## src/rtl/acc_cpu_core_p_if.sv

```systemverilog
// rtl/acc_cpu_core_p_if.sv - instruction-memory fetch handshake between core and program ROM
interface acc_cpu_core_p_if #(
    parameter int DATA_W = 8,
    parameter int PC_W   = 5
);
    logic              imem_req;
    logic [PC_W-1:0]   imem_addr;
    logic              imem_valid;
    logic [DATA_W+3:0] imem_data;

    modport master (
        output imem_req,
        output imem_addr,
        input  imem_valid,
        input  imem_data
    );

    modport slave (
        input  imem_req,
        input  imem_addr,
        output imem_valid,
        output imem_data
    );
endinterface

```

## src/rtl/acc_cpu_core_p.sv

```systemverilog
// rtl/acc_cpu_core_p.sv - parametrised accumulator CPU core with fetch handshake and output strobe
module acc_cpu_core_p #(
    parameter int DATA_W = 8,
    parameter int RF_AW  = 3,
    parameter int PC_W   = 5
) (
    input  logic              clock,
    input  logic              reset,
    input  logic              enter,
    input  logic [DATA_W-1:0] user_in,
    acc_cpu_core_p_if.master  imem,
    output logic [DATA_W-1:0] cpu_out,
    output logic              out_valid,
    output logic [PC_W-1:0]   pc_out,
    output logic [3:0]        opcode_out,
    output logic              waiting_input,
    output logic              done
);
    localparam int RF_N = 2 ** RF_AW;

    localparam logic [3:0] OP_LDI  = 4'h1;
    localparam logic [3:0] OP_IN   = 4'h2;
    localparam logic [3:0] OP_LDR  = 4'h3;
    localparam logic [3:0] OP_STR  = 4'h4;
    localparam logic [3:0] OP_ADD  = 4'h5;
    localparam logic [3:0] OP_SUB  = 4'h6;
    localparam logic [3:0] OP_AND  = 4'h7;
    localparam logic [3:0] OP_OR   = 4'h8;
    localparam logic [3:0] OP_XOR  = 4'h9;
    localparam logic [3:0] OP_ROT  = 4'hA;
    localparam logic [3:0] OP_JMP  = 4'hB;
    localparam logic [3:0] OP_JZ   = 4'hC;
    localparam logic [3:0] OP_JP   = 4'hD;
    localparam logic [3:0] OP_OUT  = 4'hE;
    localparam logic [3:0] OP_HALT = 4'hF;

    typedef enum logic [1:0] {S_FETCH, S_EXEC, S_WAIT_IN, S_HALTED} state_t;

    state_t            state_q, state_d;
    logic [DATA_W-1:0] acc_q, acc_d;
    logic              carry_q, carry_d;
    logic [PC_W-1:0]   pc_q, pc_d;
    logic [DATA_W+3:0] ir_q, ir_d;
    logic [DATA_W-1:0] cpu_out_q, cpu_out_d;
    logic              out_valid_q, out_valid_d;
    logic              enter_q;
    logic [DATA_W-1:0] rf_q [RF_N];
    logic              rf_we;

    logic [3:0]        opcode;
    logic [DATA_W-1:0] operand;
    logic [RF_AW-1:0]  reg_sel;
    logic [PC_W-1:0]   target;
    logic [DATA_W-1:0] rf_rd;
    logic              zero, positive;
    logic [DATA_W:0]   sum, diff;
    logic [RF_AW-1:0]  rot_k;
    logic [DATA_W-1:0] rot_res;

    assign opcode   = ir_q[DATA_W+3:DATA_W];
    assign operand  = ir_q[DATA_W-1:0];
    assign reg_sel  = operand[RF_AW-1:0];
    assign target   = operand[PC_W-1:0];
    assign rf_rd    = rf_q[reg_sel];
    assign zero     = (acc_q == '0);
    assign positive = !acc_q[DATA_W-1] && !zero;
    assign sum      = {1'b0, acc_q} + {1'b0, rf_rd};
    // Top bit of the widened difference is the borrow out of acc - rf.
    assign diff     = {1'b0, acc_q} - {1'b0, rf_rd};
    assign rot_k    = RF_AW'(int'(operand[RF_AW-1:0]) % DATA_W);
    assign rot_res  = operand[DATA_W-1]
                    ? ((acc_q >> rot_k) | (acc_q << (DATA_W - int'(rot_k))))
                    : ((acc_q << rot_k) | (acc_q >> (DATA_W - int'(rot_k))));

    always_comb begin
        state_d     = state_q;
        acc_d       = acc_q;
        carry_d     = carry_q;
        pc_d        = pc_q;
        ir_d        = ir_q;
        cpu_out_d   = cpu_out_q;
        out_valid_d = 1'b0;
        rf_we       = 1'b0;
        unique case (state_q)
            S_FETCH: begin
                if (imem.imem_valid) begin
                    ir_d    = imem.imem_data;
                    pc_d    = pc_q + PC_W'(1);
                    state_d = S_EXEC;
                end
            end
            S_EXEC: begin
                state_d = S_FETCH;
                case (opcode)
                    OP_LDI:  acc_d = operand;
                    OP_IN:   state_d = S_WAIT_IN;
                    OP_LDR:  acc_d = rf_rd;
                    OP_STR:  rf_we = 1'b1;
                    OP_ADD:  {carry_d, acc_d} = sum;
                    OP_SUB:  {carry_d, acc_d} = diff;
                    OP_AND:  acc_d = acc_q & rf_rd;
                    OP_OR:   acc_d = acc_q | rf_rd;
                    OP_XOR:  acc_d = acc_q ^ rf_rd;
                    OP_ROT:  acc_d = rot_res;
                    OP_JMP:  pc_d = target;
                    OP_JZ:   if (zero) pc_d = target;
                    OP_JP:   if (positive) pc_d = target;
                    OP_OUT: begin
                        cpu_out_d   = acc_q;
                        out_valid_d = 1'b1;
                    end
                    OP_HALT: state_d = S_HALTED;
                    default: ;
                endcase
            end
            // Only a fresh rising edge of enter releases the wait.
            S_WAIT_IN: begin
                if (enter && !enter_q) begin
                    acc_d   = user_in;
                    state_d = S_FETCH;
                end
            end
            S_HALTED: ;
            default: state_d = S_FETCH;
        endcase
    end

    always_ff @(posedge clock) begin
        if (!reset) begin
            state_q     <= S_FETCH;
            acc_q       <= '0;
            carry_q     <= 1'b0;
            pc_q        <= '0;
            ir_q        <= '0;
            cpu_out_q   <= '0;
            out_valid_q <= 1'b0;
            enter_q     <= 1'b0;
        end else begin
            state_q     <= state_d;
            acc_q       <= acc_d;
            carry_q     <= carry_d;
            pc_q        <= pc_d;
            ir_q        <= ir_d;
            cpu_out_q   <= cpu_out_d;
            out_valid_q <= out_valid_d;
            enter_q     <= enter;
        end
    end

    always_ff @(posedge clock) begin
        if (!reset) begin
            for (int i = 0; i < RF_N; i++) rf_q[i] <= '0;
        end else if (rf_we) begin
            rf_q[reg_sel] <= acc_q;
        end
    end

    assign imem.imem_req  = (state_q == S_FETCH);
    assign imem.imem_addr = pc_q;
    assign cpu_out        = cpu_out_q;
    assign out_valid      = out_valid_q;
    assign pc_out         = pc_q;
    assign opcode_out     = opcode;
    assign waiting_input  = (state_q == S_WAIT_IN);
    assign done           = (state_q == S_HALTED);
endmodule

```

## src/flat_wrapper.sv

```systemverilog
// flat-port wrapper written by rule: the top's interface ports become plain ports
module acc_cpu_core_p_flat 
#(
    parameter int DATA_W = 8,
    parameter int RF_AW  = 3,
    parameter int PC_W   = 5
)
  (clock, reset, enter, user_in, cpu_out, out_valid, pc_out, opcode_out, waiting_input, done, imem_imem_req, imem_imem_addr, imem_imem_valid, imem_imem_data);
  acc_cpu_core_p_if #(.DATA_W(DATA_W), .PC_W(PC_W)) imem_i ();
  input  logic clock;
  input  logic reset;
  input  logic enter;
  input  logic [DATA_W-1:0] user_in;
  output logic [DATA_W-1:0] cpu_out;
  output logic out_valid;
  output logic [PC_W-1:0] pc_out;
  output logic [3:0] opcode_out;
  output logic waiting_input;
  output logic done;
  output wire logic [$bits(imem_i.imem_req)-1:0] imem_imem_req;
  output wire logic [$bits(imem_i.imem_addr)-1:0] imem_imem_addr;
  input wire logic [$bits(imem_i.imem_valid)-1:0] imem_imem_valid;
  input wire logic [$bits(imem_i.imem_data)-1:0] imem_imem_data;
  assign imem_imem_req = imem_i.imem_req;
  assign imem_imem_addr = imem_i.imem_addr;
  assign imem_i.imem_valid = imem_imem_valid;
  assign imem_i.imem_data = imem_imem_data;
  acc_cpu_core_p #(.DATA_W(DATA_W), .RF_AW(RF_AW), .PC_W(PC_W)) u_core (.clock(clock), .reset(reset), .enter(enter), .user_in(user_in), .imem(imem_i), .cpu_out(cpu_out), .out_valid(out_valid), .pc_out(pc_out), .opcode_out(opcode_out), .waiting_input(waiting_input), .done(done));
endmodule
```

## config.mk

```make
export PLATFORM = sky130hd
export DESIGN_NAME = acc_cpu_core_p_flat
export DESIGN_NICKNAME = d
export VERILOG_FILES = /design/src/rtl/acc_cpu_core_p_if.sv /design/src/rtl/acc_cpu_core_p.sv /design/src/flat_wrapper.sv
export SDC_FILE = /design/constraint.sdc
export NUM_CORES = 1
export LEC_CHECK = 0
export ABC_AREA = 1
export CORE_MARGIN = 10
export CORE_UTILIZATION = 48
export DETAILED_ROUTE_END_ITERATION = 6
export GPL_ROUTABILITY_DRIVEN = 0
export GPL_TIMING_DRIVEN = 1
export HOLD_SLACK_MARGIN = 0.03
export MAX_ROUTING_LAYER = met4
export PLACE_DENSITY = 0.76
export RECOVER_POWER = 100
export SLEW_MARGIN = 20
export SYNTH_ARGS = -nofsm -noshare
export SYNTH_HDL_FRONTEND = slang
export SYNTH_SLANG_ARGS = --single-unit
export TNS_END_PERCENT = 100
```

## constraint.sdc

```tcl
create_clock -name clock -period 6.6 [get_ports clock]
set_input_delay 1.98 -clock clock [delete_from_list [all_inputs] [get_ports clock]]
set_output_delay 1.98 -clock clock [all_outputs]
set_load 0.01 [all_outputs]
```

* Yosys cells after proc, flatten, opt, wreduce, memory -nomap -nowiden
Memory sizes are Yosys's and may differ from the RTL's. A register that Yosys moved wholly into a read port is not among the register bits.
Cells that the tools add are included.
W data, S select, Z words.
** Operators by class
- Equality and inequality tests :: 24
- Muxes and demuxes :: 25
- Reduce and logical (&&, ||, !) cells :: 17
- Add/subtract/negate cells :: 4
- Bitwise operators :: 5
- Shifts and indexed selects :: 4
** Operator list (count)
- $pmux W8 S8 :: 1
- $eq A4 B4 Y1 const B :: 8
- $shl A8 B32 Y8 :: 1
- $shr A8 B32 Y8 :: 1
- $mux W8 :: 3
- $or A8 B8 Y8 :: 3
- $eq A4 B3 Y1 const B :: 4
- $pmux W8 S2 :: 1
- $mux W5 :: 3
- $pmux W5 S3 :: 1
- $pmux W5 S2 :: 1
- $mux W3 :: 3
- $ne A9 B9 Y1 const B :: 1
- $add A8 B8 Y8 :: 1
- $and A8 B8 Y8 :: 1
- $eq A4 B2 Y1 const B :: 2
- $logic_not A8 Y1 :: 1
- $mux W1 :: 8
- $reduce_or A8 Y1 :: 1
- $shl A8 B3 Y8 :: 1
- $shr A8 B3 Y8 :: 1
- $sub A8 B8 Y8 :: 1
- $xor A8 B8 Y8 :: 1
- $ne A3 B2 Y1 const B :: 2
- other kinds (18) :: 28
** Word-level totals
- Input port bits :: 24
- Register bits :: 37
- Memory bits (writable) :: 64
- Memories :: 1
** Memories
- u_core.rf_q :: depth 8, bits a word 8, rd ports 1, clocked after Yosys merged registers in 1, write ports 8, RTL line acc_cpu_core_p.sv:47 : logic [DATA_W-1:0] rf_q [RF_N];

* Depth between registers and ports, before layout
Gate-level depths: netlist of run 1.
- Word-level depth :: 8
- Mapped depth :: 24
- Depth with buffers taken out :: 22

* Worst setup path after synthesis of run 1
OpenSTA, ideal clock, no wires.
- Path type :: input to register
- Start :: input reset
- End :: memory u_core.rf_q[1][0], enable pin
- Cell stages on the path :: 6
- Arrival time :: 3.031 ns
- Library setup time :: 0.329 ns
- Path slack :: 3.240 ns
- Data required time :: 6.271 ns
- Buffers on the path :: 0
- Path through :: inv_1 -> nor4_1 -> inv_1 -> nor2_1 -> nand2_1 -> nand2_1
** RTL lines
- start: declaration :: RTL line flat_wrapper.sv:11 : input logic reset;
- end: declaration :: RTL line acc_cpu_core_p.sv:47

==> results of run 1 <==
final cells by class:
type / instances / share of cell area
clock inverters: 7 / 0.00718
multi-input cells: 647 / 0.440
flip-flops and latches: 104 / 0.363
well taps: 180 / 0.0301
clock buffers: 9 / 0.0301
inverters: 120 / 0.0608
repair buffers: 53 / 0.0690
flip-flops by register name, indices dropped and copies added, names as in the netlist, named ones only:
signal and flops:
u_core.acc_q 8, u_core.enter_q 1, u_core.rf_q 64, u_core.state_q 2
u_core.imem.imem_addr 5, u_core.ir_q 12, u_core.out_valid 1, u_core.cpu_out 8
layer usage:
metal / wire length [um] / vias up
met3: 1240 / 59
met1: 8130 / 2770
met4: 728 / 0
met5: 0 / -
li1: - / 3038
met2: 8450 / 285
through the flow:
step	setup WS, ps	cells	utilization
4_1_cts	2030	1120	0.542
3_3_place_gp	1660	1104	0.522
5_1_grt	1440	1120	0.542
3_5_place_dp	1650	1104	0.522
6_report	1840	1120	0.542
2_1_floorplan	3240	916	-
power by group:
group / internal (mW) / switching, mW / total [mW]
registers: 0.763 / 0.127 / 0.890
clock network: 0.260 / 0.257 / 0.517
logic: 0.532 / 1.10 / 1.64
total: 1.55 / 1.49 / 3.04
logic make-up after synthesis:
group | after synthesis
and+or+nand+nor | 438
buffers and inverters | 165
AOI/OAI and AO/OA | 167
DFF | 104
xor gates and xnor gates | 10
adders and majority gates | 32
cells in the mapped netlist (2+ instances only):
cell type | n | share of area
a211oi_1 | 4 | 0.0045
a21oi_1 | 45 | 0.033
a21oi_2 | 2 | 0.0026
a221oi_1 | 6 | 0.0078
a31oi_1 | 4 | 0.0037
buf_2 | 5 | 0.0037
buf_4 | 15 | 0.017
buf_6 | 5 | 0.0083
clkbuf_1 | 20 | 0.011
clkinv_1 | 2 | 0.0011
dfxtp_1 | 40 | 0.12
edfxtp_1 | 64 | 0.29
ha_1 | 31 | 0.058
inv_1 | 107 | 0.060
inv_2 | 10 | 0.0056
nand2_1 | 209 | 0.12
nand2_2 | 6 | 0.0056
nand3_1 | 60 | 0.045
nand3_2 | 2 | 0.0030
nand4_1 | 6 | 0.0056
nor2_1 | 137 | 0.076
nor2_2 | 4 | 0.0037
nor3_1 | 4 | 0.0030
nor4_1 | 3 | 0.0028
o211ai_1 | 23 | 0.026
o21ai_0 | 54 | 0.040
o21ai_1 | 18 | 0.013
o21ai_2 | 2 | 0.0026
o221ai_1 | 3 | 0.0039
or2_2 | 3 | 0.0028
xor2_1 | 9 | 0.012
final timing paths:
check | endpoint | start | depth (start not counted) | slack [ps]
worst max register to register | u_core.acc_q[2]$_SDFFE_PN0P_ | flip-flop | 15 | 1840
worst max-delay path | u_core.acc_q[2]$_SDFFE_PN0P_ | flip-flop | 15 | 1840
worst min register to register | u_core.ir_q[6]$_SDFFE_PN0P_ | u_core.ir_q[6]$_SDFFE_PN0P_ | 2 | 510
worst min-delay path | u_core.ir_q[6]$_SDFFE_PN0P_ | u_core.ir_q[6]$_SDFFE_PN0P_ | 2 | 510
tightest hold or removal path, cell delays in order (launching register included):
cell	delay, ps
dfxtp_1	320
nor2_1	100
nor2_1	50
==> metrics.cfg, run 1 <==
[outcome]
status = finished, violations left
violations = capacitance limit, slew limit

[sta]
rsz0062_at_grt = false
max_freq_mhz = 210
setup_viol_count_final = 0
tightestPinTransition_ps = 1710
hold_viol = 0
fin_crit_ps = 4760
drv_slew = 34
min_period_over_period = 0.722
worst_clock_skew_ps = 8.53
setup_tns_ps = 0
max-slew-margin-rel = -0.141
holdWs_ps = 513

[setup_path]
path_common_cell = o21ai_0
crit_slowest_cell = clkbuf_1
critical_path_required_ps = 6840
critPathArrivalTime_ps = 5000
cp_num_buf_inv = 3
slowest_delay_ps = 1220
end_kind = flip-flop
cp-start-kind = flip-flop
crit_family = buffers and inverters
criticalPathCategory = flip-flop to flip-flop
path_max_fanout = 33
crit_chain = clkbuf_1 -> inv_6 -> o21ai_0 -> nand3_1 -> nand2_1 -> ha_1 -> o21ai_0 -> inv_1 -> fa_1 -> nor2_1 -> nor3b_1 -> a211oi_1 -> nand4_1 -> o211ai_1 -> a21oi_1

[yosys]
async_flop_share = 0
syn_nets = 972
yosysSeqAreaShare = 0.404
synth_compound_area_frac = 0.146
avgSynthCellArea_um2 = 7.36
yosys.area_share.xor_xnor = 0.0141
synth_top_family_by_area = simple AND/OR/NAND/NOR gates
ys_warn_count = 0
synth_ff_type = edfxtp_1
synth.distinct_cells = 44
synth-edff-count = 64
yosys.area_share.simple = 0.268
syn_area_um2 = 6740
synthAdderAreaFrac = 0.0605
netlist_instances = 916
synth-seq-cells = 104
synth_mux_area_frac = 0

[cells_and_area]
antennaDiodeCount = 0
final_cell_mix = nand2_1, nor2_1, inv_1, edfxtp_1, nand3_1
nFillCells = 1321
final_nets = 991
drive_above_1_share = 0.0521
design_area_um2 = 7490
final_common_cell = nand2_1
syn2layout_area_growth_pct = 11.1
multi_input_area_um2 = 3290
ff_latch_area_um2 = 2720

[clocking]
cts_hold_buffers = 0
root_buffer = clkbuf_16
insertion_delay_ps = 370
tritoncts = done
clock-sinks = 104
cts_buffer_depth = 2
cts_setup_buffers = 0
numCtsBuffers = 9
h-tree-depth = 3
clkTransAtPathRegs_ps = 70
post_cts_resized = 0

[min_path]
hold_path.class = flip-flop to flip-flop

[pwr]
total_power_mw = 3.04
power.leakage_nw = 3.29
p_per_area_nw_per_um2 = 406
vdd_drop_max_mv = 0.229

[die]
initial_core_util = 0.488
rows = 43
die_h_um = 139
ios = 50
core-area_um2 = 13800
die_w_um = 139
die_area_um2 = 19200

[detailed_routing]
drcViolationCount = 0
drtIter0Drc = 675
vias = 6152
routed_wl_mm = 18.5
wl_per_cell_um = 16.6
routed_via_density = 5.49
drt-pass1-iter-count = 5
ant_nets = 0

[grt]
grt_use_met2 = 0.305
grt_max_degree = 36
grt_pass1_wl_mm = 30.2
grt_pass1_vias = 5984
grtUsageMet3 = 0.0315
groute.layer.met1.usage = 0.239
grt_busiest_layer = met2
grtUsageTotal = 0.197
antenna_found_initial = 0
grt-ovfl-total = 0

[placed_design]
hpwl_mm = 13.1
placed_area_um2 = 7220
port-buffer-count = 49

[flow_run]
drv_cap = 1

Note: power is estimated with default switching activity, not from simulation.
==> inputs of run 2 (changes only) <==
--- a/config.mk
+++ b/config.mk
@@ -13,7 +13,7 @@
 export GPL_TIMING_DRIVEN = 1
 export HOLD_SLACK_MARGIN = 0.03
 export MAX_ROUTING_LAYER = met4
-export PLACE_DENSITY = 0.76
+export PLACE_DENSITY = 0.79
 export RECOVER_POWER = 100
 export SLEW_MARGIN = 20
 export SYNTH_ARGS = -nofsm -noshare
==> constraint.sdc (replaced) <==
create_clock -name clock -period 3.94 [get_ports clock]
set_input_delay 1.182 -clock clock [delete_from_list [all_inputs] [get_ports clock]]
set_output_delay 1.182 -clock clock [all_outputs]
set_load 0.01 [all_outputs]
==> run 2 against run 1 <==
Against the previous run: the flow still finishes with violations (capacitance limit, slew limit); largest power group unchanged; total power increased by 69%; routed wire length rose by 1.5%; utilization increased by 0.24 points; via count increased by 1.6%; cell count increased by 0.36%; critical path type unchanged; largest cell class unchanged; critical path depth is 4 higher.
==> metrics.cfg, run 2 (synthesized netlist as in run 1, its figures left out) <==
[outcome]
status = finished, violations left  ; unchanged
violations = capacitance limit, slew limit  ; unchanged

[setup_path]
r2r_end = u_core.acc_q[7]$_SDFFE_PN0P_  ; was u_core.acc_q[2]$_SDFFE_PN0P_
path_common_cell = nand3_1  ; was o21ai_0
crit_chain = buf_4 -> inv_6 -> o21ai_0 -> nand3_1 -> nand2_2 -> ha_1 -> nand3_1 -> o31ai_1 -> xor2_1 -> ha_1 -> nand2_1 -> inv_1 -> a221oi_1 -> and2_1 -> nand3_1 -> nand3_1 -> nand2_1 -> nand2_1 -> a21oi_1  ; was clkbuf_1 -> inv_6 -> o21ai_0 -> nand3_1 -> nand2_1 -> ha_1 -> o21ai_0 -> inv_1 -> fa_1 -> nor2_1 -> nor3b_1 -> a211oi_1 -> nand4_1 -> o211ai_1 -> a21oi_1
r2r_cells = 19  ; was 15
cp-endpoint = u_core.acc_q[7]$_SDFFE_PN0P_  ; was u_core.acc_q[2]$_SDFFE_PN0P_
end_kind = flip-flop  ; unchanged
critical_path_required_ps = 4160  ; was 6840 ps
criticalPathCategory = flip-flop to flip-flop  ; unchanged
reg2reg_slack_ps = 460  ; was 1840 ps
critPathArrivalTime_ps = 3700  ; was 5000 ps
slowest_delay_ps = 480  ; was 1220 ps
path_max_fanout = 32  ; was 33
cp-start-kind = flip-flop  ; unchanged
crit_slowest_cell = dfxtp_1  ; was clkbuf_1

[cells_and_area]
final_common_cell = nand2_1  ; unchanged
design_area_um2 = 7530  ; was 7490 um^2
fin_util = 0.544  ; was 0.542
drive_above_1_share = 0.0561  ; was 0.0521
syn2layout_area_growth_pct = 11.6  ; was 11.1%
antennaDiodeCount = 0  ; unchanged
largest_reg_flops = 64  ; unchanged
top_regs = u_core.rf_q (64), u_core.ir_q (12)  ; unchanged
regMostFlops = u_core.rf_q  ; unchanged
final_cell_mix = nand2_1, nor2_1, inv_1, edfxtp_1, nand3_1  ; unchanged
final_nets = 995  ; was 991

[clocking]
cts_setup_buffers = 0  ; unchanged
clock-sinks = 104  ; unchanged
insertion_delay_ps = 360  ; was 370 ps
cts_buffer_depth = 2  ; unchanged
post_cts_resized = 0  ; unchanged
cts_hold_buffers = 0  ; unchanged
tritoncts = done  ; unchanged
numCtsBuffers = 9  ; unchanged
clkTransAtPathRegs_ps = 70  ; about the same
h-tree-depth = 3  ; unchanged
root_buffer = clkbuf_16  ; unchanged

[sta]
max_freq_mhz = 287  ; was 210 MHz
hold_viol = 0  ; unchanged
setup_viol_count_final = 0  ; unchanged
min_period_over_period = 0.884  ; was 0.722
drv_slew = 35  ; was 34
rsz0062_at_grt = false  ; unchanged
setup_tns_ps = 0  ; unchanged
worst_clock_skew_ps = 8.74  ; was 8.53 ps
tightestPinTransition_ps = 1520  ; was 1710 ps
max-slew-margin-rel = -0.0102  ; was -0.141
fin_crit_ps = 3480  ; was 4760 ps

[min_path]
hold_path.class = flip-flop to flip-flop  ; unchanged

[pwr]
power.leakage_nw = 3.31  ; was 3.29 nW
vdd_drop_max_mv = 0.412  ; was 0.229 mV
p_per_area_nw_per_um2 = 683  ; was 406 nW/um^2

[detailed_routing]
ant_nets = 0  ; unchanged
drt-pass1-iter-count = 6  ; was 5
routed_wl_mm = 18.8  ; was 18.5 mm
drcViolationCount = 0  ; unchanged
drtIter0Drc = 764  ; was 675
routed_via_density = 5.56  ; was 5.49
vias = 6251  ; was 6,152
wl_per_cell_um = 16.7  ; was 16.6 um

[grt]
grt_pass1_wl_mm = 30.0  ; was 30.2 mm
antenna_found_initial = 0  ; unchanged
grt-ovfl-total = 0  ; unchanged
grt_pass1_vias = 5897  ; was 5,984
grt_max_degree = 35  ; was 36
grtUsageTotal = 0.195  ; was 0.197

[die]
die_h_um = 139  ; unchanged
ios = 50  ; unchanged
core-area_um2 = 13800  ; unchanged
rows = 43  ; unchanged
die_area_um2 = 19200  ; unchanged
initial_core_util = 0.488  ; unchanged
die_w_um = 139  ; unchanged

[placed_design]
placed_area_um2 = 7250  ; was 7220 um^2
hpwl_mm = 13.3  ; was 13.1 mm
port-buffer-count = 49  ; unchanged

[flow_run]
drv_cap = 1  ; unchanged

## run 2: cell count changes in the layout (fill, tap and decap cells not counted), sizes merged
| cell | before | now |
|---|---|---|
| inv | 121 | 122 |
| clkinvlp | 0 | 1 |
| clkbuf | 10 | 13 |
| buf | 3 | 5 |
| clkinv | 6 | 3 |
## run 2: per-layer routing
layer	global-route usage	vias up	wire length [um]
li1	-	3046	-
met1	0.236	2784	7990
met2	0.309	333	8560
met3	0.0370	88	1500
met4	0.0860	0	780
met5	-	-	0
## run 2: cell type report
class	count	area, um^2
Sequential cell	104	2720
Timing Repair Buffer	57	539
Fill cell	1297	6300
Clock inverter	6	58.8
Multi-Input combinational cell	647	3300
Clock buffer	10	229
Inverter	120	455
Tap cell	180	225
## run 2: worst max-delay path, delay by kind of cell (launching register included)
family | cells | cell delay [ps]
adder cells (fa/ha/maj) | 2 | 470
AND/OR/NAND/NOR | 9 | 940
AO/OA/AOI/OAI | 4 | 830
flip-flops | 1 | 480
buffers and inverters | 3 | 410
XOR/XNOR | 1 | 210
## run 2: power by group
part | leakage (nW) | internal (mW) | total, mW | switching [mW]
Sequential | 0.989 | 1.28 | 1.48 | 0.205
Clock | 0.140 | 0.447 | 0.892 | 0.445
Combinational | 2.18 | 0.897 | 2.77 | 1.87
Total | 3.31 | 2.62 | 5.14 | 2.52
## run 2: worst min path at each step
stage                                start                          end  slack, ps  depth (start not counted)
2_1_floorplan  u_core.ir_q[6]$_SDFFE_PN0P_  u_core.ir_q[6]$_SDFFE_PN0P_        460                          2
3_3_place_gp   u_core.ir_q[6]$_SDFFE_PN0P_  u_core.ir_q[6]$_SDFFE_PN0P_        480                          2
3_5_place_dp   u_core.ir_q[5]$_SDFFE_PN0P_  u_core.ir_q[5]$_SDFFE_PN0P_        490                          2
4_1_cts        u_core.ir_q[5]$_SDFFE_PN0P_  u_core.ir_q[5]$_SDFFE_PN0P_        500                          2
5_1_grt        u_core.ir_q[6]$_SDFFE_PN0P_  u_core.ir_q[6]$_SDFFE_PN0P_        540                          2
6_report       u_core.ir_q[6]$_SDFFE_PN0P_  u_core.ir_q[6]$_SDFFE_PN0P_        510                          2
## run 2: metrics by stage
stage          instances  setup WS [ps]  hold slack, ps  total power, mW
5_1_grt             1124           41.5             536             5.53
3_3_place_gp        1108            358             477             4.18
4_1_cts             1124            530             505             5.11
3_5_place_dp        1108            289             495             4.22
2_1_floorplan        916           1120             455             3.51
6_report            1124            458             508             5.14
